[config.mk]
export PLATFORM = sky130hd
export DESIGN_NAME = uart_core_v2
export DESIGN_NICKNAME = d
export VERILOG_FILES = /design/src/rtl/uart_pkg.sv /design/src/rtl/uart_fifo.sv /design/src/rtl/uart_core_v2.sv
export SDC_FILE = /design/constraint.sdc
export NUM_CORES = 1
export LEC_CHECK = 0
export BUFFER_PORTS_ARGS = -buffer_cell sky130_fd_sc_hd__buf_2
export CAP_MARGIN = 20
export CORE_MARGIN = 3
export CORE_UTILIZATION = 35
export DETAILED_ROUTE_END_ITERATION = 10
export GPL_TIMING_DRIVEN = 0
export PLACE_DENSITY_LB_ADDON = 0.15
export SYNTH_ARGS = -nofsm -noshare
export SYNTH_HDL_FRONTEND = slang
export SYNTH_HIERARCHICAL = 1
export SYNTH_SLANG_ARGS = --single-unit
[constraint.sdc]
create_clock -name clk -period 4.55 [get_ports clk]
set_input_delay 0.2275 -clock clk [delete_from_list [all_inputs] [get_ports clk]]
set_output_delay 0.2275 -clock clk [all_outputs]
set_load 0.1 [all_outputs]
[src/rtl/uart_pkg.sv]
// Shared types and constants for the parametrised UART core.
package uart_pkg;

  typedef enum logic [1:0] {
    PAR_NONE = 2'd0,
    PAR_EVEN = 2'd1,
    PAR_ODD  = 2'd2
  } parity_e;

  typedef enum logic [2:0] {TX_IDLE, TX_START, TX_DATA, TX_PARITY, TX_STOP} tx_state_e;
  typedef enum logic [2:0] {RX_IDLE, RX_START, RX_DATA, RX_PARITY, RX_STOP} rx_state_e;

  localparam int unsigned OVERSAMPLE = 16;
  localparam int unsigned SAMPLE_LO  = 7;
  localparam int unsigned SAMPLE_HI  = 9;

  // Mode 3 is reserved and behaves as no parity.
  function automatic parity_e to_parity(input logic [1:0] m);
    case (m)
      2'd1:    return PAR_EVEN;
      2'd2:    return PAR_ODD;
      default: return PAR_NONE;
    endcase
  endfunction

endpackage

[src/rtl/uart_fifo.sv]
// First-word fall-through FIFO; push while full succeeds only with a same-cycle pop.
module uart_fifo #(
  parameter int unsigned WIDTH = 8,
  parameter int unsigned DEPTH = 16
) (
  input  logic                     clk,
  input  logic                     rst_n,
  input  logic                     push_i,
  input  logic [WIDTH-1:0]         push_data_i,
  input  logic                     pop_i,
  output logic [WIDTH-1:0]         pop_data_o,
  output logic                     full_o,
  output logic                     empty_o,
  output logic [$clog2(DEPTH):0]   level_o
);

  localparam int unsigned AW = $clog2(DEPTH);
  localparam logic [AW-1:0] PTR_ONE = 1;
  localparam logic [AW:0]   LVL_ONE = 1;
  localparam logic [AW:0]   LVL_MAX = (AW+1)'(DEPTH);

  logic [WIDTH-1:0] mem_q [DEPTH];
  logic [AW-1:0]    wr_q, rd_q;
  logic [AW:0]      lvl_q;
  logic             do_push, do_pop;

  assign empty_o    = (lvl_q == '0);
  assign full_o     = (lvl_q == LVL_MAX);
  assign level_o    = lvl_q;
  assign do_pop     = pop_i && !empty_o;
  assign do_push    = push_i && (!full_o || do_pop);
  assign pop_data_o = empty_o ? '0 : mem_q[rd_q];

  always_ff @(posedge clk or negedge rst_n) begin
    if (!rst_n) begin
      wr_q  <= '0;
      rd_q  <= '0;
      lvl_q <= '0;
    end else begin
      if (do_push) wr_q <= wr_q + PTR_ONE;
      if (do_pop)  rd_q <= rd_q + PTR_ONE;
      if (do_push && !do_pop)      lvl_q <= lvl_q + LVL_ONE;
      else if (!do_push && do_pop) lvl_q <= lvl_q - LVL_ONE;
    end
  end

  always_ff @(posedge clk) begin
    if (do_push) mem_q[wr_q] <= push_data_i;
  end

endmodule

[src/rtl/uart_core_v2.sv]
// Full-duplex UART: shared oversample tick, FIFO-buffered TX/RX FSMs, sticky error flags.
module uart_core_v2
  import uart_pkg::*;
#(
  parameter int unsigned DATA_W     = 8,
  parameter int unsigned FIFO_DEPTH = 16,
  parameter int unsigned DIV_W      = 16
) (
  input  logic                          clk,
  input  logic                          rst_n,
  input  logic [DIV_W-1:0]              cfg_div,
  input  logic [1:0]                    cfg_parity,
  input  logic                          cfg_stop2,
  input  logic [DATA_W-1:0]             tx_data,
  input  logic                          tx_valid,
  output logic                          tx_ready,
  output logic [DATA_W-1:0]             rx_data,
  output logic                          rx_valid,
  input  logic                          rx_ready,
  input  logic                          RX,
  output logic                          TX,
  output logic                          tx_busy,
  output logic [$clog2(FIFO_DEPTH):0]   tx_level,
  output logic [$clog2(FIFO_DEPTH):0]   rx_level,
  output logic                          err_frame,
  output logic                          err_parity,
  output logic                          err_overrun,
  output logic                          err_break,
  input  logic                          err_clear
);

  localparam logic [DIV_W-1:0] DIV_ONE = 1;

  logic [DIV_W-1:0] div_cnt_q;
  logic             tick;

  assign tick = (div_cnt_q == cfg_div);

  always_ff @(posedge clk or negedge rst_n) begin
    if (!rst_n)                   div_cnt_q <= '0;
    else if (div_cnt_q >= cfg_div) div_cnt_q <= '0;
    else                          div_cnt_q <= div_cnt_q + DIV_ONE;
  end

  logic              tx_pop, tx_empty, tx_full;
  logic [DATA_W-1:0] tx_head;

  assign tx_ready = !tx_full;

  uart_fifo #(.WIDTH(DATA_W), .DEPTH(FIFO_DEPTH)) u_tx_fifo (
    .clk(clk), .rst_n(rst_n),
    .push_i(tx_valid && tx_ready), .push_data_i(tx_data),
    .pop_i(tx_pop), .pop_data_o(tx_head),
    .full_o(tx_full), .empty_o(tx_empty), .level_o(tx_level)
  );

  tx_state_e         tx_state_q, tx_state_d;
  logic [4:0]        tx_tcnt_q, tx_tcnt_d, tx_last;
  logic [3:0]        tx_bit_q, tx_bit_d;
  logic [DATA_W-1:0] tx_shift_q, tx_shift_d;
  logic              tx_par_q, tx_par_d, tx_stop2_q, tx_stop2_d, tx_q, tx_d;
  parity_e           tx_pmode_q, tx_pmode_d;

  assign tx_last = (tx_state_q == TX_STOP && tx_stop2_q) ? 5'(2*OVERSAMPLE-1) : 5'(OVERSAMPLE-1);
  assign TX      = tx_q;
  assign tx_busy = (tx_state_q != TX_IDLE) || !tx_empty;

  // TX is registered from next-state values so the line moves on the same edge as the FSM.
  always_comb begin
    tx_state_d = tx_state_q;
    tx_tcnt_d  = tx_tcnt_q;
    tx_bit_d   = tx_bit_q;
    tx_shift_d = tx_shift_q;
    tx_par_d   = tx_par_q;
    tx_pmode_d = tx_pmode_q;
    tx_stop2_d = tx_stop2_q;
    tx_pop     = 1'b0;
    if (tick) begin
      if (tx_state_q == TX_IDLE) begin
        if (!tx_empty) begin
          tx_pop     = 1'b1;
          tx_state_d = TX_START;
          tx_tcnt_d  = '0;
          tx_shift_d = tx_head;
          tx_pmode_d = to_parity(cfg_parity);
          tx_stop2_d = cfg_stop2;
          tx_par_d   = (^tx_head) ^ (to_parity(cfg_parity) == PAR_ODD);
        end
      end else if (tx_tcnt_q != tx_last) begin
        tx_tcnt_d = tx_tcnt_q + 5'd1;
      end else begin
        tx_tcnt_d = '0;
        case (tx_state_q)
          TX_START: begin
            tx_state_d = TX_DATA;
            tx_bit_d   = '0;
          end
          TX_DATA: begin
            tx_shift_d = {1'b0, tx_shift_q[DATA_W-1:1]};
            if (tx_bit_q == 4'(DATA_W-1))
              tx_state_d = (tx_pmode_q == PAR_NONE) ? TX_STOP : TX_PARITY;
            else
              tx_bit_d = tx_bit_q + 4'd1;
          end
          TX_PARITY: tx_state_d = TX_STOP;
          default:   tx_state_d = TX_IDLE;
        endcase
      end
    end
    case (tx_state_d)
      TX_START:  tx_d = 1'b0;
      TX_DATA:   tx_d = tx_shift_d[0];
      TX_PARITY: tx_d = tx_par_d;
      default:   tx_d = 1'b1;
    endcase
  end

  always_ff @(posedge clk or negedge rst_n) begin
    if (!rst_n) begin
      tx_state_q <= TX_IDLE;
      tx_tcnt_q  <= '0;
      tx_bit_q   <= '0;
      tx_shift_q <= '0;
      tx_par_q   <= 1'b0;
      tx_pmode_q <= PAR_NONE;
      tx_stop2_q <= 1'b0;
      tx_q       <= 1'b1;
    end else begin
      tx_state_q <= tx_state_d;
      tx_tcnt_q  <= tx_tcnt_d;
      tx_bit_q   <= tx_bit_d;
      tx_shift_q <= tx_shift_d;
      tx_par_q   <= tx_par_d;
      tx_pmode_q <= tx_pmode_d;
      tx_stop2_q <= tx_stop2_d;
      tx_q       <= tx_d;
    end
  end

  logic [1:0]        sync_q, rx_vote_q, rx_vote_d;
  logic              rx_s, maj;
  rx_state_e         rx_state_q, rx_state_d;
  logic [3:0]        rx_tcnt_q, rx_tcnt_d, rx_tinc, rx_bit_q, rx_bit_d;
  logic [DATA_W-1:0] rx_shift_q, rx_shift_d;
  logic              rx_par_q, rx_par_d;
  parity_e           rx_pmode_q, rx_pmode_d;
  logic              rx_push, rx_pop, rx_full, rx_empty;
  logic              set_frame, set_parity, set_break, set_overrun;

  assign rx_s    = sync_q[1];
  assign rx_tinc = rx_tcnt_q + 4'd1;
  assign maj     = (rx_vote_q[0] & rx_vote_q[1]) | (rx_vote_q[0] & rx_s) | (rx_vote_q[1] & rx_s);
  assign rx_valid = !rx_empty;
  assign rx_pop   = rx_valid && rx_ready;
  assign set_overrun = rx_push && rx_full && !rx_pop;

  // State labels advance at the decision tick; the 4-bit tick counter keeps the bit phase.
  always_comb begin
    rx_state_d = rx_state_q;
    rx_tcnt_d  = rx_tcnt_q;
    rx_bit_d   = rx_bit_q;
    rx_shift_d = rx_shift_q;
    rx_par_d   = rx_par_q;
    rx_pmode_d = rx_pmode_q;
    rx_vote_d  = rx_vote_q;
    rx_push    = 1'b0;
    set_frame  = 1'b0;
    set_parity = 1'b0;
    set_break  = 1'b0;
    if (tick) begin
      if (rx_state_q == RX_IDLE) begin
        if (!rx_s) begin
          rx_state_d = RX_START;
          rx_tcnt_d  = '0;
          rx_pmode_d = to_parity(cfg_parity);
        end
      end else begin
        rx_tcnt_d = rx_tinc;
        if (rx_tinc == 4'(SAMPLE_LO))   rx_vote_d[0] = rx_s;
        if (rx_tinc == 4'(SAMPLE_LO+1)) rx_vote_d[1] = rx_s;
        if (rx_tinc == 4'(SAMPLE_HI)) begin
          case (rx_state_q)
            RX_START: begin
              rx_state_d = maj ? RX_IDLE : RX_DATA;
              rx_bit_d   = '0;
            end
            RX_DATA: begin
              rx_shift_d = {maj, rx_shift_q[DATA_W-1:1]};
              if (rx_bit_q == 4'(DATA_W-1))
                rx_state_d = (rx_pmode_q == PAR_NONE) ? RX_STOP : RX_PARITY;
              else
                rx_bit_d = rx_bit_q + 4'd1;
            end
            RX_PARITY: begin
              rx_par_d   = maj;
              rx_state_d = RX_STOP;
            end
            default: begin
              rx_state_d = RX_IDLE;
              if (!maj) begin
                set_frame = 1'b1;
                set_break = (rx_shift_q == '0) && (rx_pmode_q == PAR_NONE || !rx_par_q);
              end else begin
                rx_push    = 1'b1;
                set_parity = (rx_pmode_q != PAR_NONE) &&
                             (rx_par_q != ((^rx_shift_q) ^ (rx_pmode_q == PAR_ODD)));
              end
            end
          endcase
        end
      end
    end
  end

  always_ff @(posedge clk or negedge rst_n) begin
    if (!rst_n) begin
      sync_q      <= '1;
      rx_state_q  <= RX_IDLE;
      rx_tcnt_q   <= '0;
      rx_bit_q    <= '0;
      rx_shift_q  <= '0;
      rx_par_q    <= 1'b0;
      rx_pmode_q  <= PAR_NONE;
      rx_vote_q   <= '1;
      err_frame   <= 1'b0;
      err_parity  <= 1'b0;
      err_overrun <= 1'b0;
      err_break   <= 1'b0;
    end else begin
      sync_q      <= {sync_q[0], RX};
      rx_state_q  <= rx_state_d;
      rx_tcnt_q   <= rx_tcnt_d;
      rx_bit_q    <= rx_bit_d;
      rx_shift_q  <= rx_shift_d;
      rx_par_q    <= rx_par_d;
      rx_pmode_q  <= rx_pmode_d;
      rx_vote_q   <= rx_vote_d;
      err_frame   <= (err_frame   && !err_clear) || set_frame;
      err_parity  <= (err_parity  && !err_clear) || set_parity;
      err_overrun <= (err_overrun && !err_clear) || set_overrun;
      err_break   <= (err_break   && !err_clear) || set_break;
    end
  end

  uart_fifo #(.WIDTH(DATA_W), .DEPTH(FIFO_DEPTH)) u_rx_fifo (
    .clk(clk), .rst_n(rst_n),
    .push_i(rx_push), .push_data_i(rx_shift_q),
    .pop_i(rx_pop), .pop_data_o(rx_data),
    .full_o(rx_full), .empty_o(rx_empty), .level_o(rx_level)
  );

endmodule

Word-level counts from Yosys, hierarchy flattened
Memories as Yosys holds them, arrays and structs flattened.
Cells that the tools add are included.

cells by class
  $add $sub $neg = 13
  multipliers = 0
  divide/modulo/power cells = 0
  $lt $le $gt $ge = 1
  equal/unequal tests = 30
  shift operators = 0
  muxes and demuxes = 71
  bitwise logic cells = 12
  reduce and logical (&&, ||, !) cells = 68

operator list
  kind                   count
  $mux 8                 6
  $mux 5                 8
  $mux 3                 11
  $mux 1                 31
  $add 4x1->4 const B    7
  $logic_and 1x1->1      19
  $eq 3x2->1 const B     6
  $pmux 3 s3             2
  $add 16x1->16 const B  1
  $eq 16x16->1           1
  $ge 16x16->1           1
  $mux 16                1
  $mux 4                 4
  $pmux 4 s2             2
  $reduce_and 4->1       4
  $reduce_xor 8->1       2
  $add 5x1->5 const B    3
  $reduce_bool 2->1      7
  $eq 4x3->1 const B     3
  $reduce_and 3->1       4
  $logic_not 1->1        11
  $eq 5x5->1 const B     2
  $logic_not 5->1        2
  $ne 2x2->1 const B     5
  24 further kinds       52

storage, ports and cells
  bits in registers = 97
  bits in latches = 0
  RAM bits = 256
  memory bits (read-only) = 0
  bits of input ports = 33
  memories kept = 2

memories
  memory           words  width  rd ports  clocked after memory_dff  write ports  RTL line         source
  u_rx_fifo.mem_q  16     8      1         0                         1            uart_fifo.sv:22  logic [WIDTH-1:0] mem_q [DEPTH];
  u_tx_fifo.mem_q  16     8      1         0                         1            uart_fifo.sv:22

Longest topological paths before layout
Gate-level depths: netlist (run 1).

  depth in word-level cells = 13
  gate-level depth with buffers = 17

Modules after synthesis
Netlist (run 1), hierarchy kept.

by module, submodules not included
  module                 times used  cells an instance  area an instance (µm²)  seq. area each (µm²)
  uart_fifo (u_rx_fifo)  1           299                5816.8                  4169.0
  uart_fifo (u_tx_fifo)  1           303                5781.8                  4169.0
  uart_core_v2           1           431                4174.0                  1783.0

Worst setup path before layout (run 1)
Ideal clock, no wire load.

  path kind = reg2reg
  start = reg u_tx_fifo.lvl_q[0], in the netlist u_tx_fifo/level_o[0]
  end = reg u_tx_fifo.lvl_q[4], in the netlist u_tx_fifo/level_o[4]
  setup time = 136 ps
  data arrival time = 4244 ps
  path slack = 170 ps
  cell stages (with the launch flop) = 15
  buffers on the path = 1
  period minus slack after synthesis = 4380 ps
  path through = dfrtp_1 > or4_1 > buf_2 > nor2_1 > nor4_2 > nand2_1 > inv_1 > o31ai_4 > inv_4 > ha_1 > inv_1 > ha_1 > a21o_1 > a2111oi_0 > o31ai_1

on the way
  word-level cells in the longest chain between the ends = 10
  elaborated cells between the ends (all ways) = 20
  those cells by class = add/sub (2); eq/ne (1); mux (5); reduce/logical (12)

ends and longest elaborated chain
  item                         RTL line            source
  start: declaration           uart_fifo.sv:24     logic [AW:0] lvl_q;
  start signal: assignment     uart_fifo.sv:42     if (do_push && !do_pop) lvl_q <= lvl_q + LVL_ONE;
  start signal: assignment     uart_fifo.sv:43     else if (!do_push && do_pop) lvl_q <= lvl_q - LVL_ONE;
  $logic_not 5->1 *            uart_fifo.sv:27     assign empty_o = (lvl_q == '0);
  named net tx_empty           uart_core_v2.sv:45  logic tx_pop, tx_empty, tx_full;
  $mux 1 *                     uart_core_v2.sv:80  if (!tx_empty) begin
  $mux 1 *                     uart_core_v2.sv:79  if (tx_state_q == TX_IDLE) begin
  $mux 1 *                     uart_core_v2.sv:78  if (tick) begin
  named net tx_pop             uart_core_v2.sv:45
  $logic_and 1x1->1 *          uart_fifo.sv:30     assign do_pop = pop_i && !empty_o;
  $logic_or 1x1->1 *           uart_fifo.sv:31     assign do_push = push_i && (!full_o || do_pop);
  $logic_and 1x1->1 *          uart_fifo.sv:31
  named net u_tx_fifo.do_push  uart_fifo.sv:25     logic do_push, do_pop;
  $logic_not 1->1              uart_fifo.sv:43
  $logic_and 1x1->1            uart_fifo.sv:43
  $reduce_bool 2->1 (no line)  n/a

Mark *: on every way through the listed nets, which the timed path passes. The rest lies on a longest branch. The select of a mux whose other input is x is not followed.
A chain may end at the register's enable or synchronous reset.

Worst setup path after layout (run 1)
  start = reg u_tx_fifo.lvl_q[0], in the netlist u_tx_fifo/level_o[0]
  end = reg u_tx_fifo.lvl_q[4], in the netlist u_tx_fifo/level_o[4]

on the way
  word-level cells in the longest chain between the ends = 10
  elaborated cells between the ends (all ways) = 20
  those cells by class = add/sub (2); eq/ne (1); mux (5); reduce/logical (12)

ends and longest elaborated chain
  item                         RTL line
  $logic_not 5->1 *            uart_fifo.sv:27
  named net tx_empty           uart_core_v2.sv:45
  $mux 1 *                     uart_core_v2.sv:80
  $mux 1 *                     uart_core_v2.sv:79
  $mux 1 *                     uart_core_v2.sv:78
  named net tx_pop             uart_core_v2.sv:45
  $logic_and 1x1->1 *          uart_fifo.sv:30
  $logic_or 1x1->1             uart_fifo.sv:31
  $logic_and 1x1->1            uart_fifo.sv:31
  $logic_not 1->1              uart_fifo.sv:43
  $logic_and 1x1->1            uart_fifo.sv:43
  $reduce_bool 2->1 (no line)  n/a

Marks and branches as above.

==> results of run 1 <==
## sequential cells by signal, indices dropped and copies added (netlist names), 4 cells and up
register / count
rx_tcnt_q: 4
u_rx_fifo/wr_q: 4
u_rx_fifo/rd_q: 4
u_rx_fifo/level_o: 5
tx_tcnt_q: 5
u_tx_fifo/level_o: 5
div_cnt_q: 16
u_tx_fifo/mem_q: 128
rx_shift_q: 8
u_tx_fifo/rd_q: 4
tx_shift_q: 8
tx_bit_q: 4
u_tx_fifo/wr_q: 4
u_rx_fifo/mem_q: 128
rx_bit_q: 4
## synth_stat cells, drive strengths merged (9+ instances only)
| library cell | instances |
|---|---|
| nor4 | 18 |
| mux2i | 21 |
| a211oi | 33 |
| xor2 | 19 |
| ha | 46 |
| nand2 | 61 |
| xnor2 | 25 |
| mux2 | 11 |
| dfrtp | 92 |
| a21o | 12 |
| nor3 | 24 |
| nand4 | 9 |
| a21oi | 14 |
| nor2 | 38 |
| nor2b | 23 |
| and3 | 9 |
| nand2b | 14 |
| inv | 51 |
| buf | 28 |
| o21ai | 50 |
| edfxtp | 256 |
| mux4 | 64 |
| nand3 | 24 |
| clkbuf | 16 |
## through the flow
| stage | TNS, ns | worst slack, ns | area [sq um] | util (%) |
|---|---|---|---|---|
| 6_report | 0 | 0.360 | 18300 | 41.2 |
| 5_1_grt | 0 | 0.0329 | 18300 | 41.2 |
| 4_1_cts | 0 | 0.0239 | 18300 | 41.2 |
| 3_5_place_dp | -0.639 | -0.337 | 16900 | 38.1 |
| 3_3_place_gp | -9.34 | -0.461 | 16800 | 37.8 |
| 2_1_floorplan | 0 | 0.170 | 15800 | - |
## power by group
part | switching (mW) | total (mW) | internal, mW
Combinational | 0.604 | 0.913 | 0.309
Clock | 1.26 | 3.28 | 2.02
Sequential | 0.109 | 3.74 | 3.63
Total | 1.97 | 7.92 | 5.95
## cell type report
class | count | area [sq um]
Buffer | 44 | 249
Clock buffer | 50 | 1080
Clock inverter | 22 | 254
Fill cell | 4083 | 26100
Inverter | 51 | 194
Multi-Input combinational cell | 585 | 5240
Sequential cell | 353 | 10100
Tap cell | 592 | 741
Timing Repair Buffer | 72 | 432
## metal layers
layer  global-route usage (%)  vias up
met2                     24.4      148
met1                     20.0     4432
met4                     3.65        0
met5                        0        -
li1                         -     4216
met3                     2.42       44
## timing repair
action                                  4_1_cts  5_1_grt
hold buffers                                  4        0
endpoints found under the setup margin        3        3
pin swaps                                     2        2
setup buffers                                 0        2
hold endpoints to repair                     42        0
resized for setup                             3        1
## cell families after synthesis
family	Yosys count	share of synthesized area (%)
fa+ha+maj	49	3.97
xor+xnor	45	2.59
simple gates	244	8.30
buf+inv	95	2.81
compound gates	151	6.70
flops	353	64.2
mux	96	11.5
## worst max-delay path, stage by stage (launching register included)
cell       delay [ns]
dfrtp_1          0.44
or4_1            0.53
buf_2            0.18
nor2_4           0.26
nor4_2           0.17
nand2_1          0.17
inv_1            0.17
o21ai_1          0.40
ha_1             0.33
inv_1            0.14
fa_1             0.48
a21o_1           0.23
a2111oi_0        0.41
o31ai_1          0.13
## path summary, 6_finish.rpt
kind	startpoint	to	slack, ns	depth (start not counted)
setup / recovery	u_tx_fifo/level_o[0]$_DFFE_PN0P_	u_tx_fifo/level_o[4]$_DFFE_PN0P_	0.36	13
hold / removal	cfg_parity[0]	rx_pmode_q[0]$_DFFE_PN0P_	0.06	3
setup reg to reg	u_tx_fifo/level_o[0]$_DFFE_PN0P_	u_tx_fifo/level_o[4]$_DFFE_PN0P_	0.36	13
hold reg to reg	sync_q[0]$_DFF_PN1_	sync_q[1]$_DFF_PN1_	0.36	0
max in group asynchronous	rst_n	rx_vote_q[0]$_DFFE_PN1P_	3.54	3
min in group asynchronous	rst_n	u_tx_fifo/wr_q[3]$_DFFE_PN0P_	0.24	2
==> flow_metrics.env, run 1 <==
export IMPL_layout_commonest_cell="edfxtp_1"
export IMPL_htree_levels=2
export IMPL_clk_insertion_delay_late_ns=0.53
export IMPL_area_delta_synth_final_pct=16.1
export IMPL_firstDrtPassIters=4
export IMPL_n_antenna_cell=0
export IMPL_antenna_found_initial=0
export IMPL_grt_max_degree=62
export IMPL_max_slew_margin_rel_pct=36.5
export IMPL_synth_area_sq_mm=0.0158
export IMPL_final_min_clock_period_ns=4.19
export IMPL_grt_pass1_vias=9227
export IMPL_io_pins=59
export IMPL_synthCells=1033
export IMPL_hp_class="input pin to flop"
export IMPL_finalCritPeriodShare_pct=92.1
export IMPL_drt_iter0_drc=459
export IMPL_critPathLaunchType="flop"
export IMPL_yosysWarnings=6
export IMPL_power_density_mw_per_mm2=433
export IMPL_rsz0062_at_grt="no"
export IMPL_numCtsBuffers=40
export IMPL_avgSynthCellArea_sq_um=15.3
export IMPL_final_cells=1769
export IMPL_core_area_sq_mm=0.0444
export IMPL_wl_met1_mm=15.8
export IMPL_ant_nets=0
export IMPL_vias_per_cell=5.00
export IMPL_fp_dieW_um=218
export IMPL_hold_viol=0
export IMPL_crit_fanout=10
export IMPL_drv_slew=0
export IMPL_whs_ns=0.0639
export IMPL_drive_gt1_share_pct=20.9
export IMPL_fin_worst_skew_ns=0.0132
export IMPL_clkTransAtPathRegs_ns=0.06
export IMPL_synth_cell_type_count=70
export IMPL_maxCapViolCount=0
export IMPL_synth_area_leaders="edfxtp_1 49%, dfrtp_1 15%, mux4_2 7.9%, ha_1 3.6%, a211oi_1 1.6%"
export IMPL_grt_pass1_wl_mm=53.8
export IMPL_cts_sinks=353
export IMPL_num_rows=77
export IMPL_place_congestion=0.745
export IMPL_power_leakage_nw=7.04
export IMPL_dr_wl_met3_mm=1.35
export IMPL_dr_total_vias=8840
export IMPL_worst_setup_path_type="flop to flop"
export IMPL_placed_cells_incl_taps=1691
export IMPL_total_power_mw=7.92
export IMPL_grt_usage_pct=14.6
export IMPL_start_util_pct=35.5
export IMPL_netlist_area_leader_share_pct=48.7
export IMPL_fp_dieH_um=218
export IMPL_drc_errors=0
export IMPL_layout_common_cells="256 x edfxtp_1, 92 x dfrtp_1, 69 x buf_2, 60 x nand2_1, 55 x mux4_2"
export IMPL_synth_top_cell_by_area="edfxtp_1"
export IMPL_crit_arrival_ns=4.58
export IMPL_cts_buffer_depth=3
export IMPL_routed_wl_mm=34.1
export IMPL_tightest_slew_ns=0.949
export IMPL_ir_drop_uv=564
export IMPL_synth_edff_count=256
export IMPL_highest_layer="met4"
export IMPL_hpwl_mm=22.9
export IMPL_max_freq_mhz=239
export IMPL_routedWlPerCell_um=19.3
export IMPL_setup_viol=0
export IMPL_cts_root_buffer="clkbuf_16"
export IMPL_synthArstFlopShare_pct=27.5
export IMPL_critPathRequiredTime_ns=4.94
export IMPL_synth_seq_area_share_pct=64.2
export IMPL_grt_ovfl_total=0
export IMPL_ys_ff_latch=353
export IMPL_wl_met2_mm=16.3
export IMPL_synth_ff_type="edfxtp_1"
export IMPL_dieArea_sq_mm=0.0476
export IMPL_synth_fp_nets=1114
export IMPL_status="completed"
export IMPL_tritoncts="built"
export IMPL_end_kind="flop"
export IMPL_io_buffers=58
export IMPL_nNetsFinal=1228
No activity file was read; power rests on OpenSTA's default activity.
==> run 2, diff against run 1 <==
CAP_MARGIN = unset   (was 20)
clock period = 3.5 ns   (was 4.55 ns; I/O delays follow)
==> flow_metrics.env, run 2 (synthesized netlist as in run 1, its figures left out) <==
export IMPL_routed_wl_mm=34.2
export IMPL_grt_pass1_vias=9108
export IMPL_critPathLaunchType="flop"
export IMPL_hp_class="input pin to flop"
export IMPL_dr_total_vias=8956
export IMPL_pre_cts_slack_ns=-0.940
export IMPL_antenna_found_initial=0
export IMPL_numCtsBuffers=40
export IMPL_violations="negative setup slack"
export IMPL_grt_max_degree=57
export IMPL_fin_worst_skew_ns=0.0218
export IMPL_cts_sinks=353
export IMPL_layout_common_cells="256 x edfxtp_1, 78 x dfrtp_1, 61 x buf_2, 57 x nand2_1, 55 x mux4_2"
export IMPL_io_buffers=58
export IMPL_fp_dieH_um=218
export IMPL_place_area_sq_mm=0.0169
export IMPL_ir_drop_uv=373
export IMPL_drt_iter0_drc=421
export IMPL_status="complete, but fails checks"
export IMPL_whs_ns=0.0386
export IMPL_end_kind="flop"
export IMPL_worst_setup_path_type="flop to flop"
export IMPL_critPathRequiredTime_ns=3.91
export IMPL_grt_pass1_wl_mm=53.1
export IMPL_ant_nets=0
export IMPL_io_pins=59
export IMPL_dieArea_sq_mm=0.0476
export IMPL_hold_viol=0
export IMPL_power_leakage_nw=7.17
export IMPL_timing_final_ws_setup_ns=-0.0327
export IMPL_power_density_mw_per_mm2=548
export IMPL_grt_usage_pct=14.5
export IMPL_vias_per_cell=5.00
export IMPL_crit_arrival_ns=3.94
export IMPL_max_freq_mhz=283
export IMPL_final_min_clock_period_ns=3.53
export IMPL_max_slew_margin_rel_pct=41.4
export IMPL_clk_insertion_delay_late_ns=0.54
export IMPL_num_rows=77
export IMPL_nFillCells=3991
export IMPL_tightest_slew_ns=0.876
export IMPL_fin_area_sq_mm=0.0190
export IMPL_maxCapViolCount=0
export IMPL_cts_buffer_depth=3
export IMPL_drive_gt1_share_pct=28.1
export IMPL_hpwl_mm=22.5
export IMPL_core_area_sq_mm=0.0444
export IMPL_clkTransAtPathRegs_ns=0.06
export IMPL_area_delta_synth_final_pct=20.2
export IMPL_grt_ovfl_total=0
export IMPL_rsz0062_at_grt="yes"
export IMPL_setup_viol=1
export IMPL_start_util_pct=35.5
export IMPL_firstDrtPassIters=5
export IMPL_drv_slew=0
export IMPL_crit_fanout=6
export IMPL_cts_root_buffer="clkbuf_16"
export IMPL_n_antenna_cell=0
export IMPL_routedWlPerCell_um=19.1
export IMPL_nNetsFinal=1250
export IMPL_finalCritPeriodShare_pct=101
export IMPL_fp_dieW_um=218
export IMPL_top_regs="u_rx_fifo/mem_q (128), u_tx_fifo/mem_q (128), div_cnt_q (16)"
export IMPL_tritoncts="built"
export IMPL_layout_commonest_cell="edfxtp_1"
export IMPL_final_util_pct=42.7
export IMPL_total_power_mw=10.4
export IMPL_drc_errors=0
export IMPL_place_congestion=0.768
export IMPL_htree_levels=2
run 2: cell count changes in the layout (fill, tap and decap cells not counted), moves of 7 or more:
cell	delta
nor2_2	+7
dfrtp_1	-14
nor2_1	-13
buf_4	+20
a211oi_1	-7
buf_2	-8
dfrtp_2	+13
run 2: timing repair:
action,4_1_cts,5_1_grt
buffers inserted,15,17
pin swaps,9,21
hold endpoints to repair,46,0
hold buffers,4,0
gates resized for setup,39,56
endpoints found under the setup margin,163,116
run 2: layer usage:
metal / wire length, um / global-route usage (%) / vias up
li1: - / - / 4248
met5: 0 / 0 / -
met1: 15500 / 19.5 / 4532
met4: 784 / 4.24 / 0
met2: 16700 / 24.1 / 135
met3: 1160 / 2.45 / 41
run 2: where the power goes:
part	switching, mW	total, mW	internal [mW]
combinational	0.830	1.28	0.455
clock	1.65	4.23	2.59
sequential	0.146	4.87	4.73
total	2.62	10.4	7.77
run 2: final cells by class:
cell class	instances	area, sq um	area share [%]
Clock inverter	21	244	1.29
Inverter	51	204	1.08
Tap cell	592	741	3.91
Clock buffer	52	1100	5.80
Sequential cell	353	10100	53.5
Multi-Input combinational cell	585	5580	29.4
Buffer	43	318	1.68
Timing Repair Buffer	95	633	3.34
run 2: metrics by stage:
step,TNS (ns),cells
after floorplan,-1.48,1033
after global placement,-86.93,1683
after detailed placement,-83.11,1684
after CTS,-0.0242,1775
after global routing,-0.872,1792
final,-0.0327,1792
run 2: path summary, 6_finish.rpt:
path	startpoint	to	slack [ns]	cells after the start
min in group asynchronous	rst_n	div_cnt_q[10]$_DFF_PN0_	0.21	2
worst min register to register	sync_q[0]$_DFF_PN1_	sync_q[1]$_DFF_PN1_	0.35	0
max in group asynchronous	rst_n	rx_vote_q[0]$_DFFE_PN1P_	2.49	3
worst max-delay path	div_cnt_q[12]$_DFF_PN0_	u_rx_fifo/level_o[4]$_DFFE_PN0P_	-0.03	17
worst min-delay path	tx_data[6]	u_tx_fifo/mem_q[9][6]$_DFFE_PP_	0.04	1
worst max register to register	div_cnt_q[12]$_DFF_PN0_	u_rx_fifo/level_o[4]$_DFFE_PN0P_	-0.03	17
run 2: critical path, cell delays in order (launching register included):
cell      delay (ns)
dfrtp_2         0.43
ha_4            0.27
nand4_1         0.22
nor4_4          0.34
buf_6           0.17
o211ai_1        0.15
inv_1           0.12
nand3_2         0.12
inv_2           0.08
o31a_1          0.14
buf_6           0.10
ha_4            0.18
inv_6           0.05
fa_2            0.36
a21o_1          0.24
a21oi_2         0.15
mux2i_1         0.20
o31ai_1         0.09
==> run 3, diff against run 2 <==
RECOVER_POWER = 25   (was unset)
==> flow_metrics.env, run 3 (synthesized netlist as in run 1, its figures left out) <==
export IMPL_max_stage_delay_ns=0.43
export IMPL_seqCellArea_sq_mm=0.0101
export IMPL_r2r_end="u_rx_fifo/level_o[4]$_DFFE_PN0P_"
export IMPL_fin_worst_skew_ns=0.0217
export IMPL_ir_drop_uv=371
export IMPL_rsz0062_at_grt="yes"
export IMPL_clkTransAtPathRegs_ns=0.06
export IMPL_crit_buf_inv=5
export IMPL_tritoncts="built"
export IMPL_io_buffers=58
export IMPL_drc_errors=0
export IMPL_ant_nets=0
export IMPL_grt_usage_pct=14.5
export IMPL_max_freq_mhz=283
export IMPL_drive_gt1_share_pct=27.3
export IMPL_reg2reg_from="div_cnt_q[12]$_DFF_PN0_"
export IMPL_tightest_slew_ns=2.59
export IMPL_max_slew_margin_rel_pct=-72.9
export IMPL_numCtsBuffers=40
export IMPL_grt_pass1_vias=9108
export IMPL_cts_root_buffer="clkbuf_16"
export IMPL_cp_top_family="adder cells"
export IMPL_cts_buffer_depth=3
export IMPL_ff2ff_path_depth=17
export IMPL_end_kind="flop"
export IMPL_top_regs="u_rx_fifo/mem_q (128), u_tx_fifo/mem_q (128), div_cnt_q (16)"
export IMPL_final_min_clock_period_ns=3.53
export IMPL_grt_pass1_wl_mm=53.1
export IMPL_cp_slowest_cell="dfrtp_2"
export IMPL_layout_commonest_cell="edfxtp_1"
export IMPL_nNetsFinal=1250
export IMPL_critPathLaunch="div_cnt_q[12]$_DFF_PN0_"
export IMPL_fin_area_sq_mm=0.0189
export IMPL_worst_setup_path_type="flop to flop"
export IMPL_endpoint="u_rx_fifo/level_o[4]$_DFFE_PN0P_"
export IMPL_status="complete, but fails checks"
export IMPL_crit_chain="ha_4 -> nand4_1 -> nor4_4 -> buf_6 -> o211ai_1 -> inv_1 -> nand3_2 -> inv_2 -> o31a_1 -> buf_6 -> ha_4 -> inv_6 -> fa_2 -> a21o_1 -> a21oi_2 -> mux2i_1 -> o31ai_1"
export IMPL_drv_slew=42
export IMPL_fp_dieW_um=218
export IMPL_routed_wl_mm=34.2
export IMPL_holdPathStages=3
export IMPL_routedWlPerCell_um=19.1
export IMPL_hpwl_mm=22.5
export IMPL_critPathLaunchType="flop"
export IMPL_io_pins=59
export IMPL_grt_max_degree=57
export IMPL_firstDrtPassIters=5
export IMPL_rrSetupSlack_ns=-0.03
export IMPL_path_depth=17
export IMPL_hold_viol=0
export IMPL_vias_per_cell=4.99
export IMPL_core_area_sq_mm=0.0444
export IMPL_multi_input_area_sq_mm=0.00558
export IMPL_antenna_found_initial=0
export IMPL_power_density_mw_per_mm2=549
export IMPL_n_antenna_cell=0
export IMPL_whs_ns=0.0537
export IMPL_area_delta_synth_final_pct=20.1
export IMPL_clk_insertion_delay_late_ns=0.54
export IMPL_hp_class="input pin to flop"
export IMPL_place_area_sq_mm=0.0169
export IMPL_crit_arrival_ns=3.94
export IMPL_timing_final_ws_setup_ns=-0.0338
export IMPL_pre_cts_slack_ns=-0.940
export IMPL_layout_common_cells="256 x edfxtp_1, 78 x dfrtp_1, 57 x nand2_1, 55 x mux4_2, 52 x buf_2"
export IMPL_total_power_mw=10.4
export IMPL_setup_viol=1
export IMPL_critPathRequiredTime_ns=3.91
export IMPL_place_congestion=0.768
export IMPL_finalCritPeriodShare_pct=101
export IMPL_num_rows=77
export IMPL_dieArea_sq_mm=0.0476
export IMPL_violations="max-capacitance violations, max-slew violations, negative setup slack"
export IMPL_final_util_pct=42.6
export IMPL_start_util_pct=35.5
export IMPL_drt_iter0_drc=439
export IMPL_maxCapViolCount=1
export IMPL_htree_levels=2
export IMPL_power_leakage_nw=7.14
export IMPL_cts_sinks=353
export IMPL_grt_ovfl_total=0
export IMPL_fp_dieH_um=218
export IMPL_dr_total_vias=8937
export IMPL_crit_fanout=6
export IMPL_nFillCells=3999
-- run 3: cell count changes in the layout (fill, tap and decap cells not counted), sizes merged --
cell	change
buf	-10
clkbuf	+10
-- run 3: what timing repair did --
action,4_1_cts,5_1_grt
hold buffers,4,0
cloned,0,0
pin swaps,9,21
endpoints found under the hold margin,46,0
endpoints found under the setup margin,163,116
resized for setup,39,56
setup buffers,15,17
-- run 3: routing by layer --
layer / GRT usage, % / share of wire [%]
met3: 2.45 / 3.4
met2: 24.1 / 49
met1: 19.5 / 45
met5: 0 / 0
met4: 4.24 / 2.3
-- run 3: per-stage QoR --
step           instances  setup TNS, ns
6_report            1792        -0.0338
5_1_grt             1792         -0.872
4_1_cts             1775        -0.0242
3_5_place_dp        1684         -83.11
3_3_place_gp        1683         -86.93
2_1_floorplan       1033          -1.48
-- run 3: worst reg2reg max path, stage by stage (launching register included) --
cell and delay [ns]:
dfrtp_2 0.43, ha_4 0.27, nand4_1 0.22, nor4_4 0.34, buf_6 0.17, o211ai_1 0.15, inv_1 0.12, nand3_2 0.12
inv_2 0.08, o31a_1 0.14, buf_6 0.10, ha_4 0.18, inv_6 0.05, fa_2 0.36, a21o_1 0.24, a21oi_2 0.15
mux2i_1 0.20, o31ai_1 0.09
-- run 3: how the worst min path moves through the flow --
stage,endpoint,startpoint
4_1_cts,u_tx_fifo/mem_q[10][6]$_DFFE_PP_,tx_data[6]
3_5_place_dp,div_cnt_q[10]$_DFF_PN0_,rst_n
5_1_grt,rx_pmode_q[0]$_DFFE_PN0P_,cfg_parity[0]
2_1_floorplan,div_cnt_q[0]$_DFF_PN0_,rst_n
6_report,rx_pmode_q[0]$_DFFE_PN0P_,cfg_parity[0]
3_3_place_gp,sync_q[0]$_DFF_PN1_,RX
-- run 3: cell type report --
type / instances / area share (%)
inverters: 51 / 1.08
clock buffers: 52 / 5.80
repair buffers: 95 / 3.26
plain buffers: 43 / 1.68
clock inverters: 21 / 1.29
flip-flops and latches: 353 / 53.5
well taps: 592 / 3.91
multi-input cells: 585 / 29.4
-- run 3: where the power goes --
group / total, mW / internal [mW] / switching (mW)
combinational: 1.28 / 0.453 / 0.827
sequential: 4.87 / 4.73 / 0.146
clock: 4.24 / 2.59 / 1.65
